### src/rtl/pe_pkg.sv
// Shared types and constant helpers for the systolic MAC processing element.
// Saturation bounds are computed at the widest supported accumulator width and sliced by users.
package pe_pkg;

   localparam int CHAIN_W = 64;

   typedef struct packed {
      logic [CHAIN_W-1:0] value;
      logic               valid;
      logic               ovf;
   } chain_t;

   function automatic logic [CHAIN_W-1:0] sat_max(input int width, input bit is_signed);
      logic [CHAIN_W-1:0] ones;
      ones = '1;
      if (is_signed)
         return ones >> (CHAIN_W - width + 1);
      return ones >> (CHAIN_W - width);
   endfunction

   function automatic logic [CHAIN_W-1:0] sat_min(input int width, input bit is_signed);
      logic [CHAIN_W-1:0] one;
      one = 1;
      if (is_signed)
         return one << (width - 1);
      return '0;
   endfunction

   // Accumulator must hold a full product and still fit the drain-chain value field.
   function automatic bit widths_ok(input int a_w, input int b_w, input int acc_w);
      return (acc_w >= a_w + b_w) && (acc_w < CHAIN_W);
   endfunction

endpackage

### src/rtl/pe_mac_sat.sv
// Combinational multiply-accumulate step: product, one-bit-wider sum, overflow detect
// and clamp-or-wrap of the result back to the accumulator width.
module pe_mac_sat
   import pe_pkg::*;
#(
   parameter int A_WIDTH   = 8,
   parameter int B_WIDTH   = 8,
   parameter int ACC_WIDTH = 24,
   parameter int SIGNED    = 1,
   parameter int SATURATE  = 1
) (
   input  logic                 en,
   input  logic [A_WIDTH-1:0]   a,
   input  logic [B_WIDTH-1:0]   b,
   input  logic [ACC_WIDTH-1:0] acc,
   output logic [ACC_WIDTH-1:0] sum,
   output logic                 ovf
);

   localparam int P_WIDTH = A_WIDTH + B_WIDTH;
   localparam logic [CHAIN_W-1:0] MAX_FULL = sat_max(ACC_WIDTH, SIGNED != 0);
   localparam logic [CHAIN_W-1:0] MIN_FULL = sat_min(ACC_WIDTH, SIGNED != 0);
   localparam logic [ACC_WIDTH-1:0] MAX_V = MAX_FULL[ACC_WIDTH-1:0];
   localparam logic [ACC_WIDTH-1:0] MIN_V = MIN_FULL[ACC_WIDTH-1:0];

   logic               a_ext;
   logic               b_ext;
   logic               p_ext;
   logic               acc_ext;
   logic [P_WIDTH-1:0] a_x;
   logic [P_WIDTH-1:0] b_x;
   logic [P_WIDTH-1:0] prod;
   logic [ACC_WIDTH:0] prod_x;
   logic [ACC_WIDTH:0] acc_x;
   logic [ACC_WIDTH:0] total;

   // Extending both operands to the product width makes the low P bits correct in either mode.
   assign a_ext   = (SIGNED != 0) & a[A_WIDTH-1];
   assign b_ext   = (SIGNED != 0) & b[B_WIDTH-1];
   assign a_x     = {{B_WIDTH{a_ext}}, a};
   assign b_x     = {{A_WIDTH{b_ext}}, b};
   assign prod    = a_x * b_x;

   assign p_ext   = (SIGNED != 0) & prod[P_WIDTH-1];
   assign acc_ext = (SIGNED != 0) & acc[ACC_WIDTH-1];
   assign prod_x  = en ? {{(ACC_WIDTH + 1 - P_WIDTH){p_ext}}, prod} : '0;
   assign acc_x   = {acc_ext, acc};
   assign total   = acc_x + prod_x;

   assign ovf = (SIGNED != 0) ? (total[ACC_WIDTH] ^ total[ACC_WIDTH-1]) : total[ACC_WIDTH];

   always_comb begin
      sum = total[ACC_WIDTH-1:0];
      if (ovf && (SATURATE != 0))
         sum = ((SIGNED != 0) && total[ACC_WIDTH]) ? MIN_V : MAX_V;
   end

endmodule

### src/rtl/pe_mac_drain.sv
// Output-stationary systolic PE: forwards operands, accumulates products and hands
// finished tiles to a double-buffered result register on the per-column drain chain.
module pe_mac_drain
   import pe_pkg::*;
#(
   parameter int A_WIDTH   = 8,
   parameter int B_WIDTH   = 8,
   parameter int ACC_WIDTH = 24,
   parameter int SIGNED    = 1,
   parameter int SATURATE  = 1,
   parameter int CNT_WIDTH = 8
) (
   input  logic                 clk,
   input  logic                 rst,
   input  logic                 clear,
   input  logic                 in_valid,
   input  logic [A_WIDTH-1:0]   a_in,
   input  logic [B_WIDTH-1:0]   b_in,
   output logic [A_WIDTH-1:0]   a_out,
   output logic [B_WIDTH-1:0]   b_out,
   output logic                 out_valid,
   input  logic                 drain,
   input  logic                 shift,
   input  logic [ACC_WIDTH-1:0] c_in,
   input  logic                 c_valid_in,
   input  logic                 c_ovf_in,
   output logic [ACC_WIDTH-1:0] c_out,
   output logic                 c_valid,
   output logic                 c_ovf,
   output logic [CNT_WIDTH-1:0] c_count,
   output logic                 ovf
);

   if (!widths_ok(A_WIDTH, B_WIDTH, ACC_WIDTH)) begin : g_width_check
      $error("pe_mac_drain: ACC_WIDTH must be >= A_WIDTH+B_WIDTH and < %0d", CHAIN_W);
   end

   logic [ACC_WIDTH-1:0] acc_reg;
   logic [ACC_WIDTH-1:0] acc_next;
   logic [CNT_WIDTH-1:0] cnt_reg;
   logic [CNT_WIDTH-1:0] cnt_next;
   logic                 ovf_reg;
   logic                 ovf_next;
   logic                 mac_ovf;
   logic [A_WIDTH-1:0]   a_reg;
   logic [B_WIDTH-1:0]   b_reg;
   logic                 valid_reg;
   chain_t               res_reg;
   chain_t               res_next;
   logic [CNT_WIDTH-1:0] count_reg;
   logic [CNT_WIDTH-1:0] count_next;
   logic                 unused_hi;

   pe_mac_sat #(
      .A_WIDTH   (A_WIDTH),
      .B_WIDTH   (B_WIDTH),
      .ACC_WIDTH (ACC_WIDTH),
      .SIGNED    (SIGNED),
      .SATURATE  (SATURATE)
   ) u_mac (
      .en  (in_valid),
      .a   (a_in),
      .b   (b_in),
      .acc (acc_reg),
      .sum (acc_next),
      .ovf (mac_ovf)
   );

   assign ovf_next = ovf_reg | mac_ovf;

   // The MAC counter sticks at all-ones rather than wrapping.
   always_comb begin
      cnt_next = cnt_reg;
      if (in_valid && !(&cnt_reg))
         cnt_next = cnt_reg + 1'b1;
   end

   always_comb begin
      res_next   = res_reg;
      count_next = count_reg;
      if (drain) begin
         res_next.valid = 1'b1;
         if (clear) begin
            res_next.value = '0;
            res_next.ovf   = 1'b0;
            count_next     = '0;
         end else begin
            res_next.value = CHAIN_W'(acc_next);
            res_next.ovf   = ovf_next;
            count_next     = cnt_next;
         end
      end else if (shift) begin
         res_next.value = CHAIN_W'(c_in);
         res_next.valid = c_valid_in;
         res_next.ovf   = c_ovf_in;
         count_next     = '0;
      end
   end

   always_ff @(posedge clk or posedge rst) begin
      if (rst) begin
         acc_reg   <= '0;
         cnt_reg   <= '0;
         ovf_reg   <= 1'b0;
         a_reg     <= '0;
         b_reg     <= '0;
         valid_reg <= 1'b0;
         res_reg   <= '0;
         count_reg <= '0;
      end else begin
         valid_reg <= in_valid & ~clear;
         if (clear) begin
            a_reg <= '0;
            b_reg <= '0;
         end else if (in_valid) begin
            a_reg <= a_in;
            b_reg <= b_in;
         end
         // Draining restarts accumulation on the same edge the result is captured.
         if (clear || drain) begin
            acc_reg <= '0;
            cnt_reg <= '0;
            ovf_reg <= 1'b0;
         end else begin
            acc_reg <= acc_next;
            cnt_reg <= cnt_next;
            ovf_reg <= ovf_next;
         end
         res_reg   <= res_next;
         count_reg <= count_next;
      end
   end

   assign unused_hi = ^res_reg.value[CHAIN_W-1:ACC_WIDTH];

   assign a_out     = a_reg;
   assign b_out     = b_reg;
   assign out_valid = valid_reg;
   assign c_out     = res_reg.value[ACC_WIDTH-1:0];
   assign c_valid   = res_reg.valid;
   assign c_ovf     = res_reg.ovf;
   assign c_count   = count_reg;
   assign ovf       = ovf_reg;

endmodule

### config.mk
export PLATFORM = sky130hd
export DESIGN_NAME = pe_mac_drain
export DESIGN_NICKNAME = d
export VERILOG_FILES = /design/src/rtl/pe_pkg.sv /design/src/rtl/pe_mac_sat.sv /design/src/rtl/pe_mac_drain.sv
export SDC_FILE = /design/constraint.sdc
export NUM_CORES = 1
export LEC_CHECK = 0
export CAP_MARGIN = 15
export CORE_ASPECT_RATIO = 1.25
export CORE_MARGIN = 4
export CORE_UTILIZATION = 57
export DETAILED_ROUTE_END_ITERATION = 12
export MAX_ROUTING_LAYER = met4
export PLACE_DENSITY = 0.82
export SKIP_LAST_GASP = 1
export SLEW_MARGIN = 25
export SYNTH_ARGS = -nofsm -noshare
export SYNTH_HDL_FRONTEND = slang
export SYNTH_SLANG_ARGS = --single-unit
### constraint.sdc
create_clock -name clk -period 4.1 [get_ports clk]
set_clock_uncertainty 0.15 [all_clocks]
set_input_delay 0.615 -clock clk [delete_from_list [all_inputs] [get_ports clk]]
set_output_delay 0.615 -clock clk [all_outputs]
set_load 0.01 [all_outputs]
# After elaboration in Yosys (flattened, before gate mapping)
# Cells that the tools add are included.
# word_totals
register_bits	84
input_bits	48
out_inout_bits	52
elab_cells	41
# op_classes
n_addsub	2
mul	1
mux	18
bitwise_logic	4
n_reduce_logical	6
# ops
operator	n
$mux 24	4
$mux 8	9
$mux 26	2
$add 25x25->25	1
$mux 25	1
$mul 8x8->16	1
$add 8x1->8 const B	1
$reduce_and 8->1	1
$reduce_bool 2->1	2
$mux 1	2
$and 1x1->1	1
$logic_and 1x1->1	1
$logic_not 1->1	1
$logic_or 1x1->1	1
$not 1->1	1
$or 1x1->1	1
$xor 1x1->1	1

# Longest topological paths before layout
# Gate-level depths: netlist (run 1).
# logic_depth
word_depth	7
depth_mapped	30

# Modules after synthesis
# From an unflattened synthesis (run 1), not the netlist that was laid out.
# hier_totals
hier_cells	845
area_unflattened_um2	7664.9
# modules_own_cells
module	instances	cells_per_inst	area_each_um2
pe_mac_sat	1	552	4272.8
pe_mac_drain	1	293	3392.0

# Least setup slack after synthesis (run 1)
# OpenSTA, ideal clock, no wires.
# synth_path
path_kind	input to register
startpoint	input b_in[4]
endpoint	register res_reg (netlist bit c_out[12])
setup_ps	131
arrival_ps	6616
required_time_ps	3819
path_slack_ps	-2797
cell_stages	27
cell_sequence	and2_1 > fa_1 > inv_1 > fa_1 > inv_1 > fa_1 > inv_1 > fa_1 > inv_1 > ha_1 > a21oi_1 > o21ai_0 > and2_1 > o41ai_1 > o21ai_0 > xor2_1 > and2_1 > ha_1 > nand2_2 > o21bai_4 > a2111oi_2 > nand2_1 > and2_4 > o31ai_4 > buf_6 > nor3_1 > or3_1
# synth_between
elab_chain_cells	7
elab_cells_between_ends	8
classes_between	add/sub: 1; mul: 1; mux: 5; bitwise: 1
# synth_lines
item	line_no	text
from (decl)	pe_mac_drain.sv:18	input logic [B_WIDTH-1:0] b_in,
$mul 8x8->16 (*)	pe_mac_sat.sv:42	assign prod = a_x * b_x;
$mux 25 (*)	pe_mac_sat.sv:46	assign prod_x = en ? {{(ACC_WIDTH + 1 - P_WIDTH){p_ext}}, prod} : '0;
$add 25x25->25 (*)	pe_mac_sat.sv:48	assign total = acc_x + prod_x;
$mux 24 or $xor 1x1->1 (tied branches)	pe_mac_sat.sv:55, pe_mac_sat.sv:50	
$mux 24 (*)	pe_mac_sat.sv:54	if (ovf && (SATURATE != 0))
$mux 24 (*)	pe_mac_drain.sv:83	if (clear) begin
$mux 26 (*)	pe_mac_drain.sv:81	if (drain) begin
to (signal assigned)	pe_mac_drain.sv:129	res_reg <= res_next;
to (decl)	pe_mac_drain.sv:48	chain_t res_reg;
# Every way passes the cells marked *; elsewhere a longest branch is shown, timed or not.
# A chain may end at the register's enable or synchronous reset.

# Worst setup path after layout (run 1)
# layout_path
startpoint	input a_in[2]
endpoint	register acc_reg[8]
# layout_between
elab_chain_cells	6
elab_cells_between_ends	7
classes_between	add/sub: 1; mul: 1; mux: 4; bitwise: 1
# layout_lines
item	line_no	text
from (decl)	pe_mac_drain.sv:17	input logic [A_WIDTH-1:0] a_in,
$mul 8x8->16 (*)	pe_mac_sat.sv:42	
$mux 25 (*)	pe_mac_sat.sv:46	
$add 25x25->25 (*)	pe_mac_sat.sv:48	
$mux 24 or $xor 1x1->1 (tied branches)	pe_mac_sat.sv:55, pe_mac_sat.sv:50	
$mux 24 (*)	pe_mac_sat.sv:54	
$mux 24 (*)	pe_mac_drain.sv:120	if (clear || drain) begin
to (signal assigned)	pe_mac_drain.sv:125	acc_reg <= acc_next;
to (decl)	pe_mac_drain.sv:38	logic [ACC_WIDTH-1:0] acc_reg;
# Marked as above.

==> run summary, run 1 <==
The die boundary height came out at 137 µm. For this run, global-route usage on met1 was measured as 34.6%. After detailed routing, the number of remaining DRC violations is 0. The number of different library cells used by synthesis comes to 66.

The number of routed nets with antenna violations is 0, and the fraction of the yosys area taken by sequential cells is 27.8%. For the deepest level of the CTS H-tree, the log shows 3. The number of failing setup endpoints in the final timing report came out at 50.

The tool flagged a number of max-cap violations equal to 0. The least setup slack across all paths after layout is -2.75 ns, and the maximum fanout count along the critical path is 7. The completed layout was analyzed and its total power is 8720 µW. Across all register-to-register paths, the minimum setup slack is 0.48 ns. The slowest cell on the critical path is fa_1. Detailed placement ended at an HPWL of 16.3 mm. Endpoint type of the worst setup path: a flip-flop. Wires add up to 27.4 mm. IR analysis of the VDD net gives a maximum drop of 468 µV.

After synthesis, the cell types taking the most area are dfrtp_1, fa_1, ha_1, mux2i_1, inv_1. The top cell type by area accounts for 27.8% of the synthesized area. In the final routed layout, each cell accounts on average for 22.1 µm. In the final layout, the multi-input gates occupy 5570 µm². The number of global-route vias before repair is 8041.

The worst slew slack as a fraction of its limit was 42.8%; the count of state elements after synthesis was 84. The number of enable flip-flop cells after synthesis was 0. Cells with a size suffix above 1 make up 30.2% of the layout. The logs give 7570 µm² for the post-synthesis instance area and 1227 for the number of nets at the end of the flow. The terminating pin of the worst hold path was c_count[6]. For this run, the total global-route usage over all layers was measured as 34.1%.

The worst-case reg-to-reg path depth is 14. The actual slew at the worst max-slew pin came out at 0.856 ns. The run gives 811 as the synthesized netlist cell count.

For the area of the placeable core, the log shows 12800 µm². By startpoint and endpoint, the worst setup path is classified as primary input to flip-flop. TritonCTS built the clock tree. The later-pin clock latency in the skew report was 0.35 ns.

The congestion estimate from routability-driven global placement came to 0.968. In the global route stage, met2 resource usage came out at 61.0%. The run finished, with violations left. The time the worst path needs with I/O delays and setup is 6.85 ns.

Clock tree synthesis selected as its root buffer the cell clkbuf_16. The effective utilization at floorplan was 59.0%. The share of flip-flops with an asynchronous set or reset is 100%, and the max-slew violation total from the final report is 0.

The via-per-instance ratio was 6.17. Leading register cell type out of synthesis: dfrtp_1. Before antenna repair, the detailed router went through 8 iterations.

The beginning of the worst hold path is c_count[6]. Of all cell types, the one taking the most synthesized area is dfrtp_1. For the number of failing hold endpoints at the final stage, the log shows 0.

STA classifies the critical path startpoint as a primary input. The detailed router finished its first iteration with 707 violations. During placement, the flow inserted port buffers numbering 99. During synthesis, Yosys emitted a total of 0 warnings.

The synthesized netlist net count came out at 969. The clock drives 84 sinks. The clock-pin slew on the worst setup and hold paths was 0.08 ns.

Cells fill 85.7% of the core in the end. The sequential cells in the finished layout cover a total of 2100 µm². The first global-routing pass estimated 40.3 mm of wire. The tools report the maximum clock frequency as 146 MHz. Among the stages of the critical path, the cell type that occurs most often is buf_4. Counting the fill cells in the layout gives 577. Global routing consumed, on the met3 layer, 6.06% of the routing resources. The final reports fail on negative setup slack. The overall die width was 111 µm. In this run the mean area of a mapped cell was 9.34 µm². The number of cells on the worst hold path came out at 2.

Across all layers, the routed design uses 7666 vias. The logs give 100 for the number of primary I/O pins and -3.51 ns for the worst-case setup slack after placement. The classification of the worst-slack hold path was flip-flop to flip-flop. The initialized floorplan defines 46 standard-cell rows. After global routing, the most crowded layer is met2.

The total overflow left after global routing is 0. The capturing point of the worst reg2reg path was c_out[7]. The die covers 15200 µm².

The number of clock buffers added by TritonCTS is 9. The total inserted antenna cells is 0. The largest net degree at the start of global routing came out at 43.

The power density over the cells was 792 nW/µm². After clock tree synthesis, the flow added hold-fix buffers numbering 0. Counting along the longest clock path gives a buffer depth of 2. In the finished design, the share of the clock period the worst path needs comes to 167%. Compared with the post-synthesis result, the final layout area differs by 45.3%. Setup repair after global routing could not meet its margin everywhere. The tools report the data arrival at the endpoint of the critical path as 6.95 ns. In this design, the stage delay of the slowest critical-path cell is 0.54 ns. Data on the critical path is required at its endpoint by 4.19 ns.

The leakage power figure is 0.00538 µW. The startpoint identified for the worst register-to-register timing path is acc_reg[0]. Initial antenna violation count: 0.
-- repair_timing --
item / CTS / global route
gates resized for setup: 157 / 54
pin swaps: 50 / 38
cloned: 6 / 0
setup endpoints to repair: 50 / 50
setup buffers: 20 / 8
-- report_power, final --
group | internal, µW | leakage, µW | switching, µW
registers | 1000 | 0.00112 | 93.2
logic | 3300 | 0.00411 | 3480
clock network | 435 | 0.000150 | 412
-- layout by cell type, fill, tap and decap left out, drive strengths merged, types with 3 or more instances in the layout --
master,Yosys,final
o211ai,6,6
dfrtp,84,84
a211oi,7,7
mux2i,43,43
clkinv,0,5
nor2b,15,15
or2,3,3
o21bai,3,3
nor3,19,19
nand3,9,9
fa,56,56
xor2,19,19
ha,54,54
o31ai,4,4
nor2,70,70
nand2b,8,8
o21ai,47,47
nand2,41,41
inv,100,102
xnor2,27,27
clkbuf,17,9
a21o,13,16
or3,13,13
and3,3,3
a31oi,3,3
and2,60,60
clkdlybuf4s50,0,83
a211o,13,13
buf,12,190
a21oi,28,28
o22ai,3,3
-- how the worst max path moves through the flow --
stage / from / endpoint / cells past startpoint
CTS: a_in[4] / acc_reg[8] / 31
floorplan: b_in[4] / acc_reg[22] / 28
global placement: b_in[1] / acc_reg[8] / 28
finish: a_in[2] / acc_reg[8] / 30
global route: a_in[4] / c_out[7] / 31
detailed placement: b_in[4] / acc_reg[8] / 28
-- through the flow --
stage	hold WS, ns	std cells	instance area (µm²)	TNS, ns
6_report	0.334	1242	11000	-133.09
5_1_grt	0.367	1242	11000	-139.01
4_1_cts	0.337	1236	10800	-119.34
3_5_place_dp	0.321	1194	9910	-169.92
3_3_place_gp	0.315	1194	9910	-164.11
2_1_floorplan	0.366	811	7770	-112.59
-- critical path: cells and delay by family --
family,cells,cell delay [ns]
simple gates,8,1.51
buf+inv,7,0.83
compound gates,7,1.41
xor+xnor,1,0.10
fa+ha+maj,7,2.44
-- layout make-up --
cell class	count	area share [%]
clock buffer	9	2.05
clock inverter	7	0.739
inverter	100	3.42
multi-input combinational	601	50.6
sequential	84	19.1
tap	168	1.91
timing repair buffer	273	22.2
-- kinds of logic (layout without fill, tap and decap cells) --
kind of cell,count (synthesis),in the layout,synth area share [%]
AND/OR/NAND/NOR,250,250,16.8
AO/OA/AOI/OAI,148,151,13.6
buffers and inverters,129,389,6.99
adder cells (fa/ha/maj),110,110,23.7
flip-flops,84,84,27.8
XOR/XNOR,46,46,5.32
multiplexers,44,44,5.83
-- layer usage --
layer	up-vias	routed length (µm)
met5	-	0
met3	182	2250
met1	3704	9220
met2	544	14200
li1	3236	-
met4	0	1760
-- cell usage after synthesis, types with 4 or more instances --
cell      instances
inv_1           100
dfrtp_1          84
nor2_1           70
and2_1           59
fa_1             56
ha_1             54
mux2i_1          43
o21ai_0          43
nand2_1          40
xnor2_1          27
a21oi_1          25
xor2_1           19
nor3_1           18
clkbuf_1         15
nor2b_1          15
a211o_1          13
a21o_1           13
or3_1            13
nand3_1           9
nand2b_1          8
a211oi_1          6
o211ai_1          5
buf_2             4
buf_6             4
o21ai_1           4
Power figures use the tool's default switching activity.
==> inputs of run 2 (changes only) <==
Settings changed: PLACE_DENSITY 0.82 to unset, PLACE_DENSITY_LB_ADDON set to 0.05.
==> run 2 against run 1 <==
The run still ends with negative setup slack left; fmax increased by 6.2%; combinational power decreased by 2%; worst setup slack gained 0.40 ns; sequential power is essentially flat; critical endpoint is now c_out[5]; highest routed layer unchanged.
==> run summary, run 2 (same netlist as run 1, synthesis figures left out) <==
The tools report the number of primary I/O pins as 100 (unchanged). The maximum fanout count along the critical path is 8 (was 7). The count of hold-fix buffers inserted at cts was 0 (unchanged); the internal power was 4910 µW (was 4730 µW). The logs give 12.7% (was 12.5%) for the fraction of power consumed by sequential logic and 0 (unchanged) for the max-slew violation total from the final report. The most frequent standard cell in the layout excluding fill and tap cells was buf_4 (unchanged).

The worst slew slack as a fraction of its limit is 38.6% (was 42.8%). The maximum clock frequency is 155 MHz (was 146 MHz). The leakage power figure was 0.00538 µW (about the same).

The tools report the filler cell count as 670 (was 577). The classification of the worst-slack hold path was flip-flop to flip-flop (unchanged). Number of failing hold endpoints at the final stage: 0 (unchanged). The actual slew at the worst max-slew pin was 0.918 ns (was 0.856 ns); the detailed-placement wirelength estimate was 16.2 mm (was 16.3 mm). The logs give 3 (unchanged) for the deepest level of the CTS H-tree and 15200 µm² (unchanged) for the die area. The number of buffer cells added on primary ports came out at 99 (unchanged). The highest metal layer used by the detailed router is met4 (unchanged). The number of global-route vias before repair was 7536 (was 8041). Largest net degree at the start of global routing: 50 (was 43).

The die boundary height came out at 137 µm (unchanged). The first-pass GRT wire length was 35.4 mm (was 40.3 mm). The required time at the endpoint of the critical path is 4.24 ns (was 4.19 ns). The run gives 9.6% (was 9.7%) as the clock power share.

The overall die width is 111 µm (unchanged). The logs give 0 (unchanged) for the DRC violation count after routing and 8.17 mm (was 9.22 mm) for the wire length on met1. The slowest cell on the critical path was fa_1 (unchanged). The logs give 1.24 mm (was 2.25 mm) for the met3 wire length and -2.36 ns (was -2.75 ns) for the least setup slack across all paths after layout. Switching power total: 3680 µW (was 3990 µW). The number of detailed-route iterations in the first pass is 5 (was 8), and the power density over the cells is 780 nW/µm² (was 792 nW/µm²). Element type at the critical path start: a primary input (unchanged). The final global-route overflow total was 0 (unchanged); the final routed wirelength across all metal layers was 22.4 mm (was 27.4 mm).

The minimum hold slack is 0.339 ns (was 0.334 ns). The tools report the number of failing setup endpoints in the final timing report as 50 (unchanged). For the effective utilization at floorplan, the log shows 59.0% (unchanged). TritonCTS built the clock tree. The total inserted antenna cells is 0 (unchanged), and the average detailed-routed wire length per instance is 18.1 µm (was 22.1 µm). The share of total power consumed by net switching came out at 42.9% (was 45.7%).

The number of nets at the end of the flow is 1225 (was 1227). The time the worst path needs with I/O delays and setup was 6.46 ns (was 6.85 ns). The run finished, with violations left. The layout cell share with drive strength beyond 1 is 31.4% (was 30.2%). The final core utilization was 85.8% (was 85.7%); the routed length on met2 was 12.2 mm (was 14.2 mm).

The run gives 12800 µm² (unchanged) as the area of the placeable core. For the first-iteration detailed-routing DRC count, the log shows 368 (was 707). The worst setup path category is primary input to flip-flop (unchanged).

The initial antenna violation count was 0 (unchanged); the number of sinks on the clock net was 84 (unchanged). Endpoint type of the worst setup path: a flip-flop (unchanged). Most frequent cells in the layout: buf_4, inv_1, dfrtp_1 (unchanged). The later-pin clock latency in the skew report came out at 0.35 ns (about the same). The area overhead of the layout relative to synthesis works out to 45.5% (was 45.3%).

Floorplan row count: 46 (unchanged). Clock root buffer: clkbuf_16 (unchanged). Via-per-instance ratio: 5.63 (was 6.17). Violations in the final reports: negative setup slack (unchanged). For the final weighted congestion of routability-driven global placement, the log shows 0.944 (was 0.968). The number of buffers created by CTS is 9 (unchanged), and the clock-pin slew on the worst setup and hold paths is 0.07 ns (was 0.08 ns).

The share of the clock period used by the worst path was 157% (was 167%). Deepest clock path buffer count: 2 (unchanged). The number of routed nets with antenna violations is 0 (unchanged).

Peak ir drop on the vdd network: 462 µV (was 468 µV). The run gives 6977 (was 7666) as the number of vias after detailed routing. The tools report the number of violations of the max-capacitance limit as 0 (unchanged). The tools report the total global routing track utilization as 29.9% (was 34.1%). Data arrival at the endpoint of the critical path: 6.59 ns (was 6.95 ns).

Setup repair after global routing could not meet its margin everywhere. The largest incremental delay on the critical path was 0.54 ns (about the same); the part of the total power dissipated in combinational logic was 77.6% (was 77.8%).
## run 2: cell types whose count changed in the layout (fill, tap and decap cells not counted), moves of 3 or more
cell and change:
a21oi_4 +3, and2_4 +3, o21ai_0 -4, nor3_1 -6
buf_2 +3, nor3_2 +6, a21oi_2 -4, nor2b_1 -4
and2_1 -3, o21ai_2 +3
## run 2: critical path, delay by kind of cell
kind            cells  cell delay [ns]
buf+inv             7             0.58
compound gates      8             1.38
xor+xnor            1             0.17
fa+ha+maj           6             2.61
simple gates        7             1.23
## run 2: final cells by class
| class | count | area, µm² | share of cell area [%] |
|---|---|---|---|
| Sequential cell | 84 | 2100 | 19.1 |
| Multi-Input combinational cell | 601 | 5650 | 51.3 |
| Tap cell | 168 | 210 | 1.91 |
| Inverter | 100 | 377 | 3.42 |
| Clock buffer | 9 | 225 | 2.04 |
| Timing Repair Buffer | 271 | 2380 | 21.6 |
| Clock inverter | 7 | 73.8 | 0.670 |
## run 2: what timing repair did
item                                    in CTS  in global routing
setup buffers                               13                 10
gates cloned                                 4                  1
resized for setup                          188                 45
endpoints found under the setup margin      50                 50
pin swaps                                   71                 65
## run 2: final timing paths
path	start	end	slack, ns	cells past startpoint
min in group asynchronous	rst	acc_reg[1]	0.64	2
worst min-delay path	c_count[3]	c_count[3]	0.34	2
worst min register to register	c_count[3]	c_count[3]	0.34	2
worst max register to register	acc_reg[0]	acc_reg[17]	0.93	11
max in group asynchronous	rst	a_out[3]	2.39	3
worst max-delay path	b_in[4]	c_out[5]	-2.36	29
## run 2: power groups by stage
| stage | registers, µW | clock network (µW) | logic, µW |
|---|---|---|---|
| after floorplan | 1140 | 0 | 3190 |
| after global placement | 1100 | 0 | 5230 |
| after detailed placement | 1100 | 0 | 5440 |
| after CTS | 1090 | 836 | 6180 |
| after global routing | 1110 | 873 | 7210 |
| final | 1090 | 829 | 6670 |
## run 2: per-layer routing
layer | vias up | GRT usage, %
li1 | 3234 | -
met1 | 3394 | 30.8
met2 | 268 | 56.3
met3 | 81 | 4.91
met4 | 0 | 12.8
met5 | - | -
## run 2: stage by stage
stage / cell area, µm² / TNS (ns) / std cells / setup WS, ns / power (µW)
2_1_floorplan: 7770 / -112.59 / 811 / -2.35 / 4320
3_3_place_gp: 9960 / -163.00 / 1198 / -3.35 / 6320
3_5_place_dp: 9960 / -169.26 / 1198 / -3.48 / 6540
4_1_cts: 10800 / -113.53 / 1231 / -2.33 / 8110
5_1_grt: 11000 / -124.31 / 1240 / -2.54 / 9200
6_report: 11000 / -115.40 / 1240 / -2.36 / 8600
==> inputs of run 3 (changes only) <==
Settings changed: CORE_ASPECT_RATIO 1.25 to 2, CORE_UTILIZATION 57 to 45.
==> run 3 against run 2 <==
The flow still finishes with violations (negative setup slack); utilization is 17 points lower; die area up 26%; wire length is 1.8% higher; critical path depth increased by 3; first-iteration DRC count decreased by 39%; critical path type unchanged; cell count rose by 4.2%; sequential power is essentially flat; largest cell class unchanged; sequential cell count unchanged; design area rose by 2.8%; sequential share of layout area down 0.52 points; worst setup slack worse by 0.088 ns.
==> run summary, run 3 (same netlist as run 1, synthesis figures left out) <==
The tools report the total global routing track utilization as 24.6% (was 29.9%). Number of routed nets with antenna violations: 0 (unchanged). The most frequent standard cell in the layout excluding fill and tap cells was buf_4 (unchanged).

Number of global-route vias before repair: 7574 (was 7536). The run gives 0.898 (was 0.944) as the final weighted congestion of routability-driven global placement. The time the worst path needs with I/O delays and setup was 6.54 ns (was 6.46 ns). The deepest level of the CTS H-tree is 3 (unchanged). TritonCTS built the clock tree. The leakage power figure was 0.00547 µW (was 0.00538 µW); the number of detailed-route iterations in the first pass was 4 (was 5). The clock-pin slew on the worst setup and hold paths is 0.07 ns (about the same). The peak ir drop on the vdd network was 430 µV (was 462 µV); the total inserted antenna cells was 0 (unchanged). The number of sinks on the clock net is 84 (unchanged). The number of failing hold endpoints at the final stage came out at 0 (unchanged). Worst slew slack as a fraction of its limit: 47.0% (was 38.6%). The run gives 100 (unchanged) as the number of primary I/O pins.

The number of buffer cells added on primary ports came out at 99 (unchanged). The worst-case setup slack after placement is -3.78 ns (was -3.48 ns). The overall die width is 99.7 µm (was 111 µm). The number of failing setup endpoints in the final timing report was 50 (unchanged).

Setup repair after global routing could not meet its margin everywhere. The number of vias after detailed routing was 6917 (was 6977); the maximum fanout count along the critical path was 6 (was 8). For the detailed-placement wirelength estimate, the log shows 17.1 mm (was 16.2 mm). The least setup slack across all paths after layout was -2.44 ns (was -2.36 ns). The layout cell share with drive strength beyond 1 is 33.2% (was 31.4%), and the worst-case reg-to-reg path depth is 13 (was 11). The logs give 0 (unchanged) for the initial antenna violation count and 0 (unchanged) for the max-slew violation total from the final report.

The sum of negative setup slack is -117.42 ns (was -115.40 ns). The run gives 226 (was 368) as the first-iteration detailed-routing DRC count. The element type at the critical path start was a primary input (unchanged).

Largest incremental delay on the critical path: 0.53 ns (was 0.54 ns). Most frequent cells in the layout: buf_4, dfrtp_1, clkdlybuf4s50_1 (was buf_4, inv_1, dfrtp_1). The maximum clock frequency was 153 MHz (was 155 MHz). The DRC violation count after routing is 0 (unchanged). The data arrival at the endpoint of the critical path is 6.63 ns (was 6.59 ns). The tools report the clock root buffer as clkbuf_16 (unchanged). The logs give 42 (was 50) for the largest net degree at the start of global routing and 2 (unchanged) for the deepest clock path buffer count. Worst setup path category: primary input to flip-flop (unchanged). The actual slew at the worst max-slew pin came out at 0.795 ns (was 0.918 ns). Violations in the final reports: negative setup slack (unchanged). Final routed wirelength across all metal layers: 22.8 mm (was 22.4 mm). The run gives 4.19 ns (was 4.24 ns) as the required time at the endpoint of the critical path.

The run gives 66 (was 46) as the floorplan row count. The flow ran to the end, but the final reports show violations. The effective utilization at floorplan is 46.1% (was 59.0%), and the average detailed-routed wire length per instance is 17.7 µm (was 18.1 µm). The number of cells on the worst hold path was 2 (unchanged); the total power was 8890 µW (was 8600 µW). The power density over the cells is 785 nW/µm² (was 780 nW/µm²).

The area of the placeable core was 16400 µm² (was 12800 µm²). The die area is 19100 µm² (was 15200 µm²). For the first-pass GRT wire length, the log shows 35.9 mm (was 35.4 mm).

The count of hold-fix buffers inserted at cts was 0 (unchanged). The slowest cell on the critical path is fa_1 (unchanged). The later-pin clock latency in the skew report is 0.36 ns (was 0.35 ns), and the final global-route overflow total is 0 (unchanged). The via-per-instance ratio is 5.35 (was 5.63).

Number of nets at the end of the flow: 1241 (was 1225). The area overhead of the layout relative to synthesis came out at 49.6% (was 45.5%). Classification of the worst-slack hold path: flip-flop to flip-flop (unchanged). The die boundary height was 191 µm (was 137 µm); the share of the clock period used by the worst path was 160% (was 157%).

The register-to-register setup slack came out at 0.84 ns (was 0.93 ns). The endpoint type of the worst setup path is a flip-flop (unchanged). The logs give 0 (unchanged) for the number of violations of the max-capacitance limit and 9 (unchanged) for the number of buffers created by CTS.
run 3: cell count changes in the layout (fill, tap and decap cells not counted), moves of 4 or more:
cell	before	now
and2_1	47	43
inv_1	85	79
o21ai_1	4	9
buf_6	17	28
o21ai_2	20	13
buf_4	160	164
inv_2	14	19
run 3: path summary, 6_finish.rpt:
path | end | startpoint
worst min register to register | c_count[3] | c_count[3]
worst max register to register | acc_reg[10] | acc_reg[0]
worst min-delay path | c_count[3] | c_count[3]
min in group asynchronous | c_out[4] | rst
worst max-delay path | c_out[17] | a_in[3]
max in group asynchronous | c_out[15] | rst
run 3: metrics by stage:
stage / util [%] / hold slack, ns / instance area (µm²) / instances
2_1_floorplan: - / 0.366 / 7770 / 811
3_5_place_dp: 61.2 / 0.323 / 10100 / 1241
5_1_grt: 68.9 / 0.368 / 11300 / 1292
3_3_place_gp: 61.2 / 0.318 / 10100 / 1241
4_1_cts: 66.0 / 0.340 / 10900 / 1279
6_report: 68.9 / 0.334 / 11300 / 1292
run 3: layout make-up:
class                           count  area, µm²
Timing Repair Buffer              286       2550
Fill cell                        1305       5110
Sequential cell                    84       2100
Clock inverter                      7       93.8
Inverter                          100        379
Multi-Input combinational cell    602       5720
Tap cell                          204        255
Clock buffer                        9        225
run 3: worst max-delay path, delay by kind of cell:
kind            cells  cell delay (ns)
fa+ha+maj           6             2.51
compound gates     11             1.66
buf+inv            11             1.09
xor+xnor            1             0.13
simple gates        3             0.61
run 3: what timing repair did:
action,4_1_cts,5_1_grt
buffers inserted,18,18
endpoints found under the hold margin,0,0
pin swaps,62,94
gates cloned,5,1
gates resized for setup,149,122
endpoints found under the setup margin,50,50
run 3: layer usage:
metal	share of wire [%]	vias up	track usage, %
met4	4.9	0	12.7
met3	3.5	73	2.74
met2	59	186	48.7
li1	-	3255	-
met1	33	3403	22.0
met5	0	-	-
run 3: power by group:
group | internal, µW | switching [µW]
combinational | 3690 | 3210
clock | 490 | 397
sequential | 1000 | 93.3
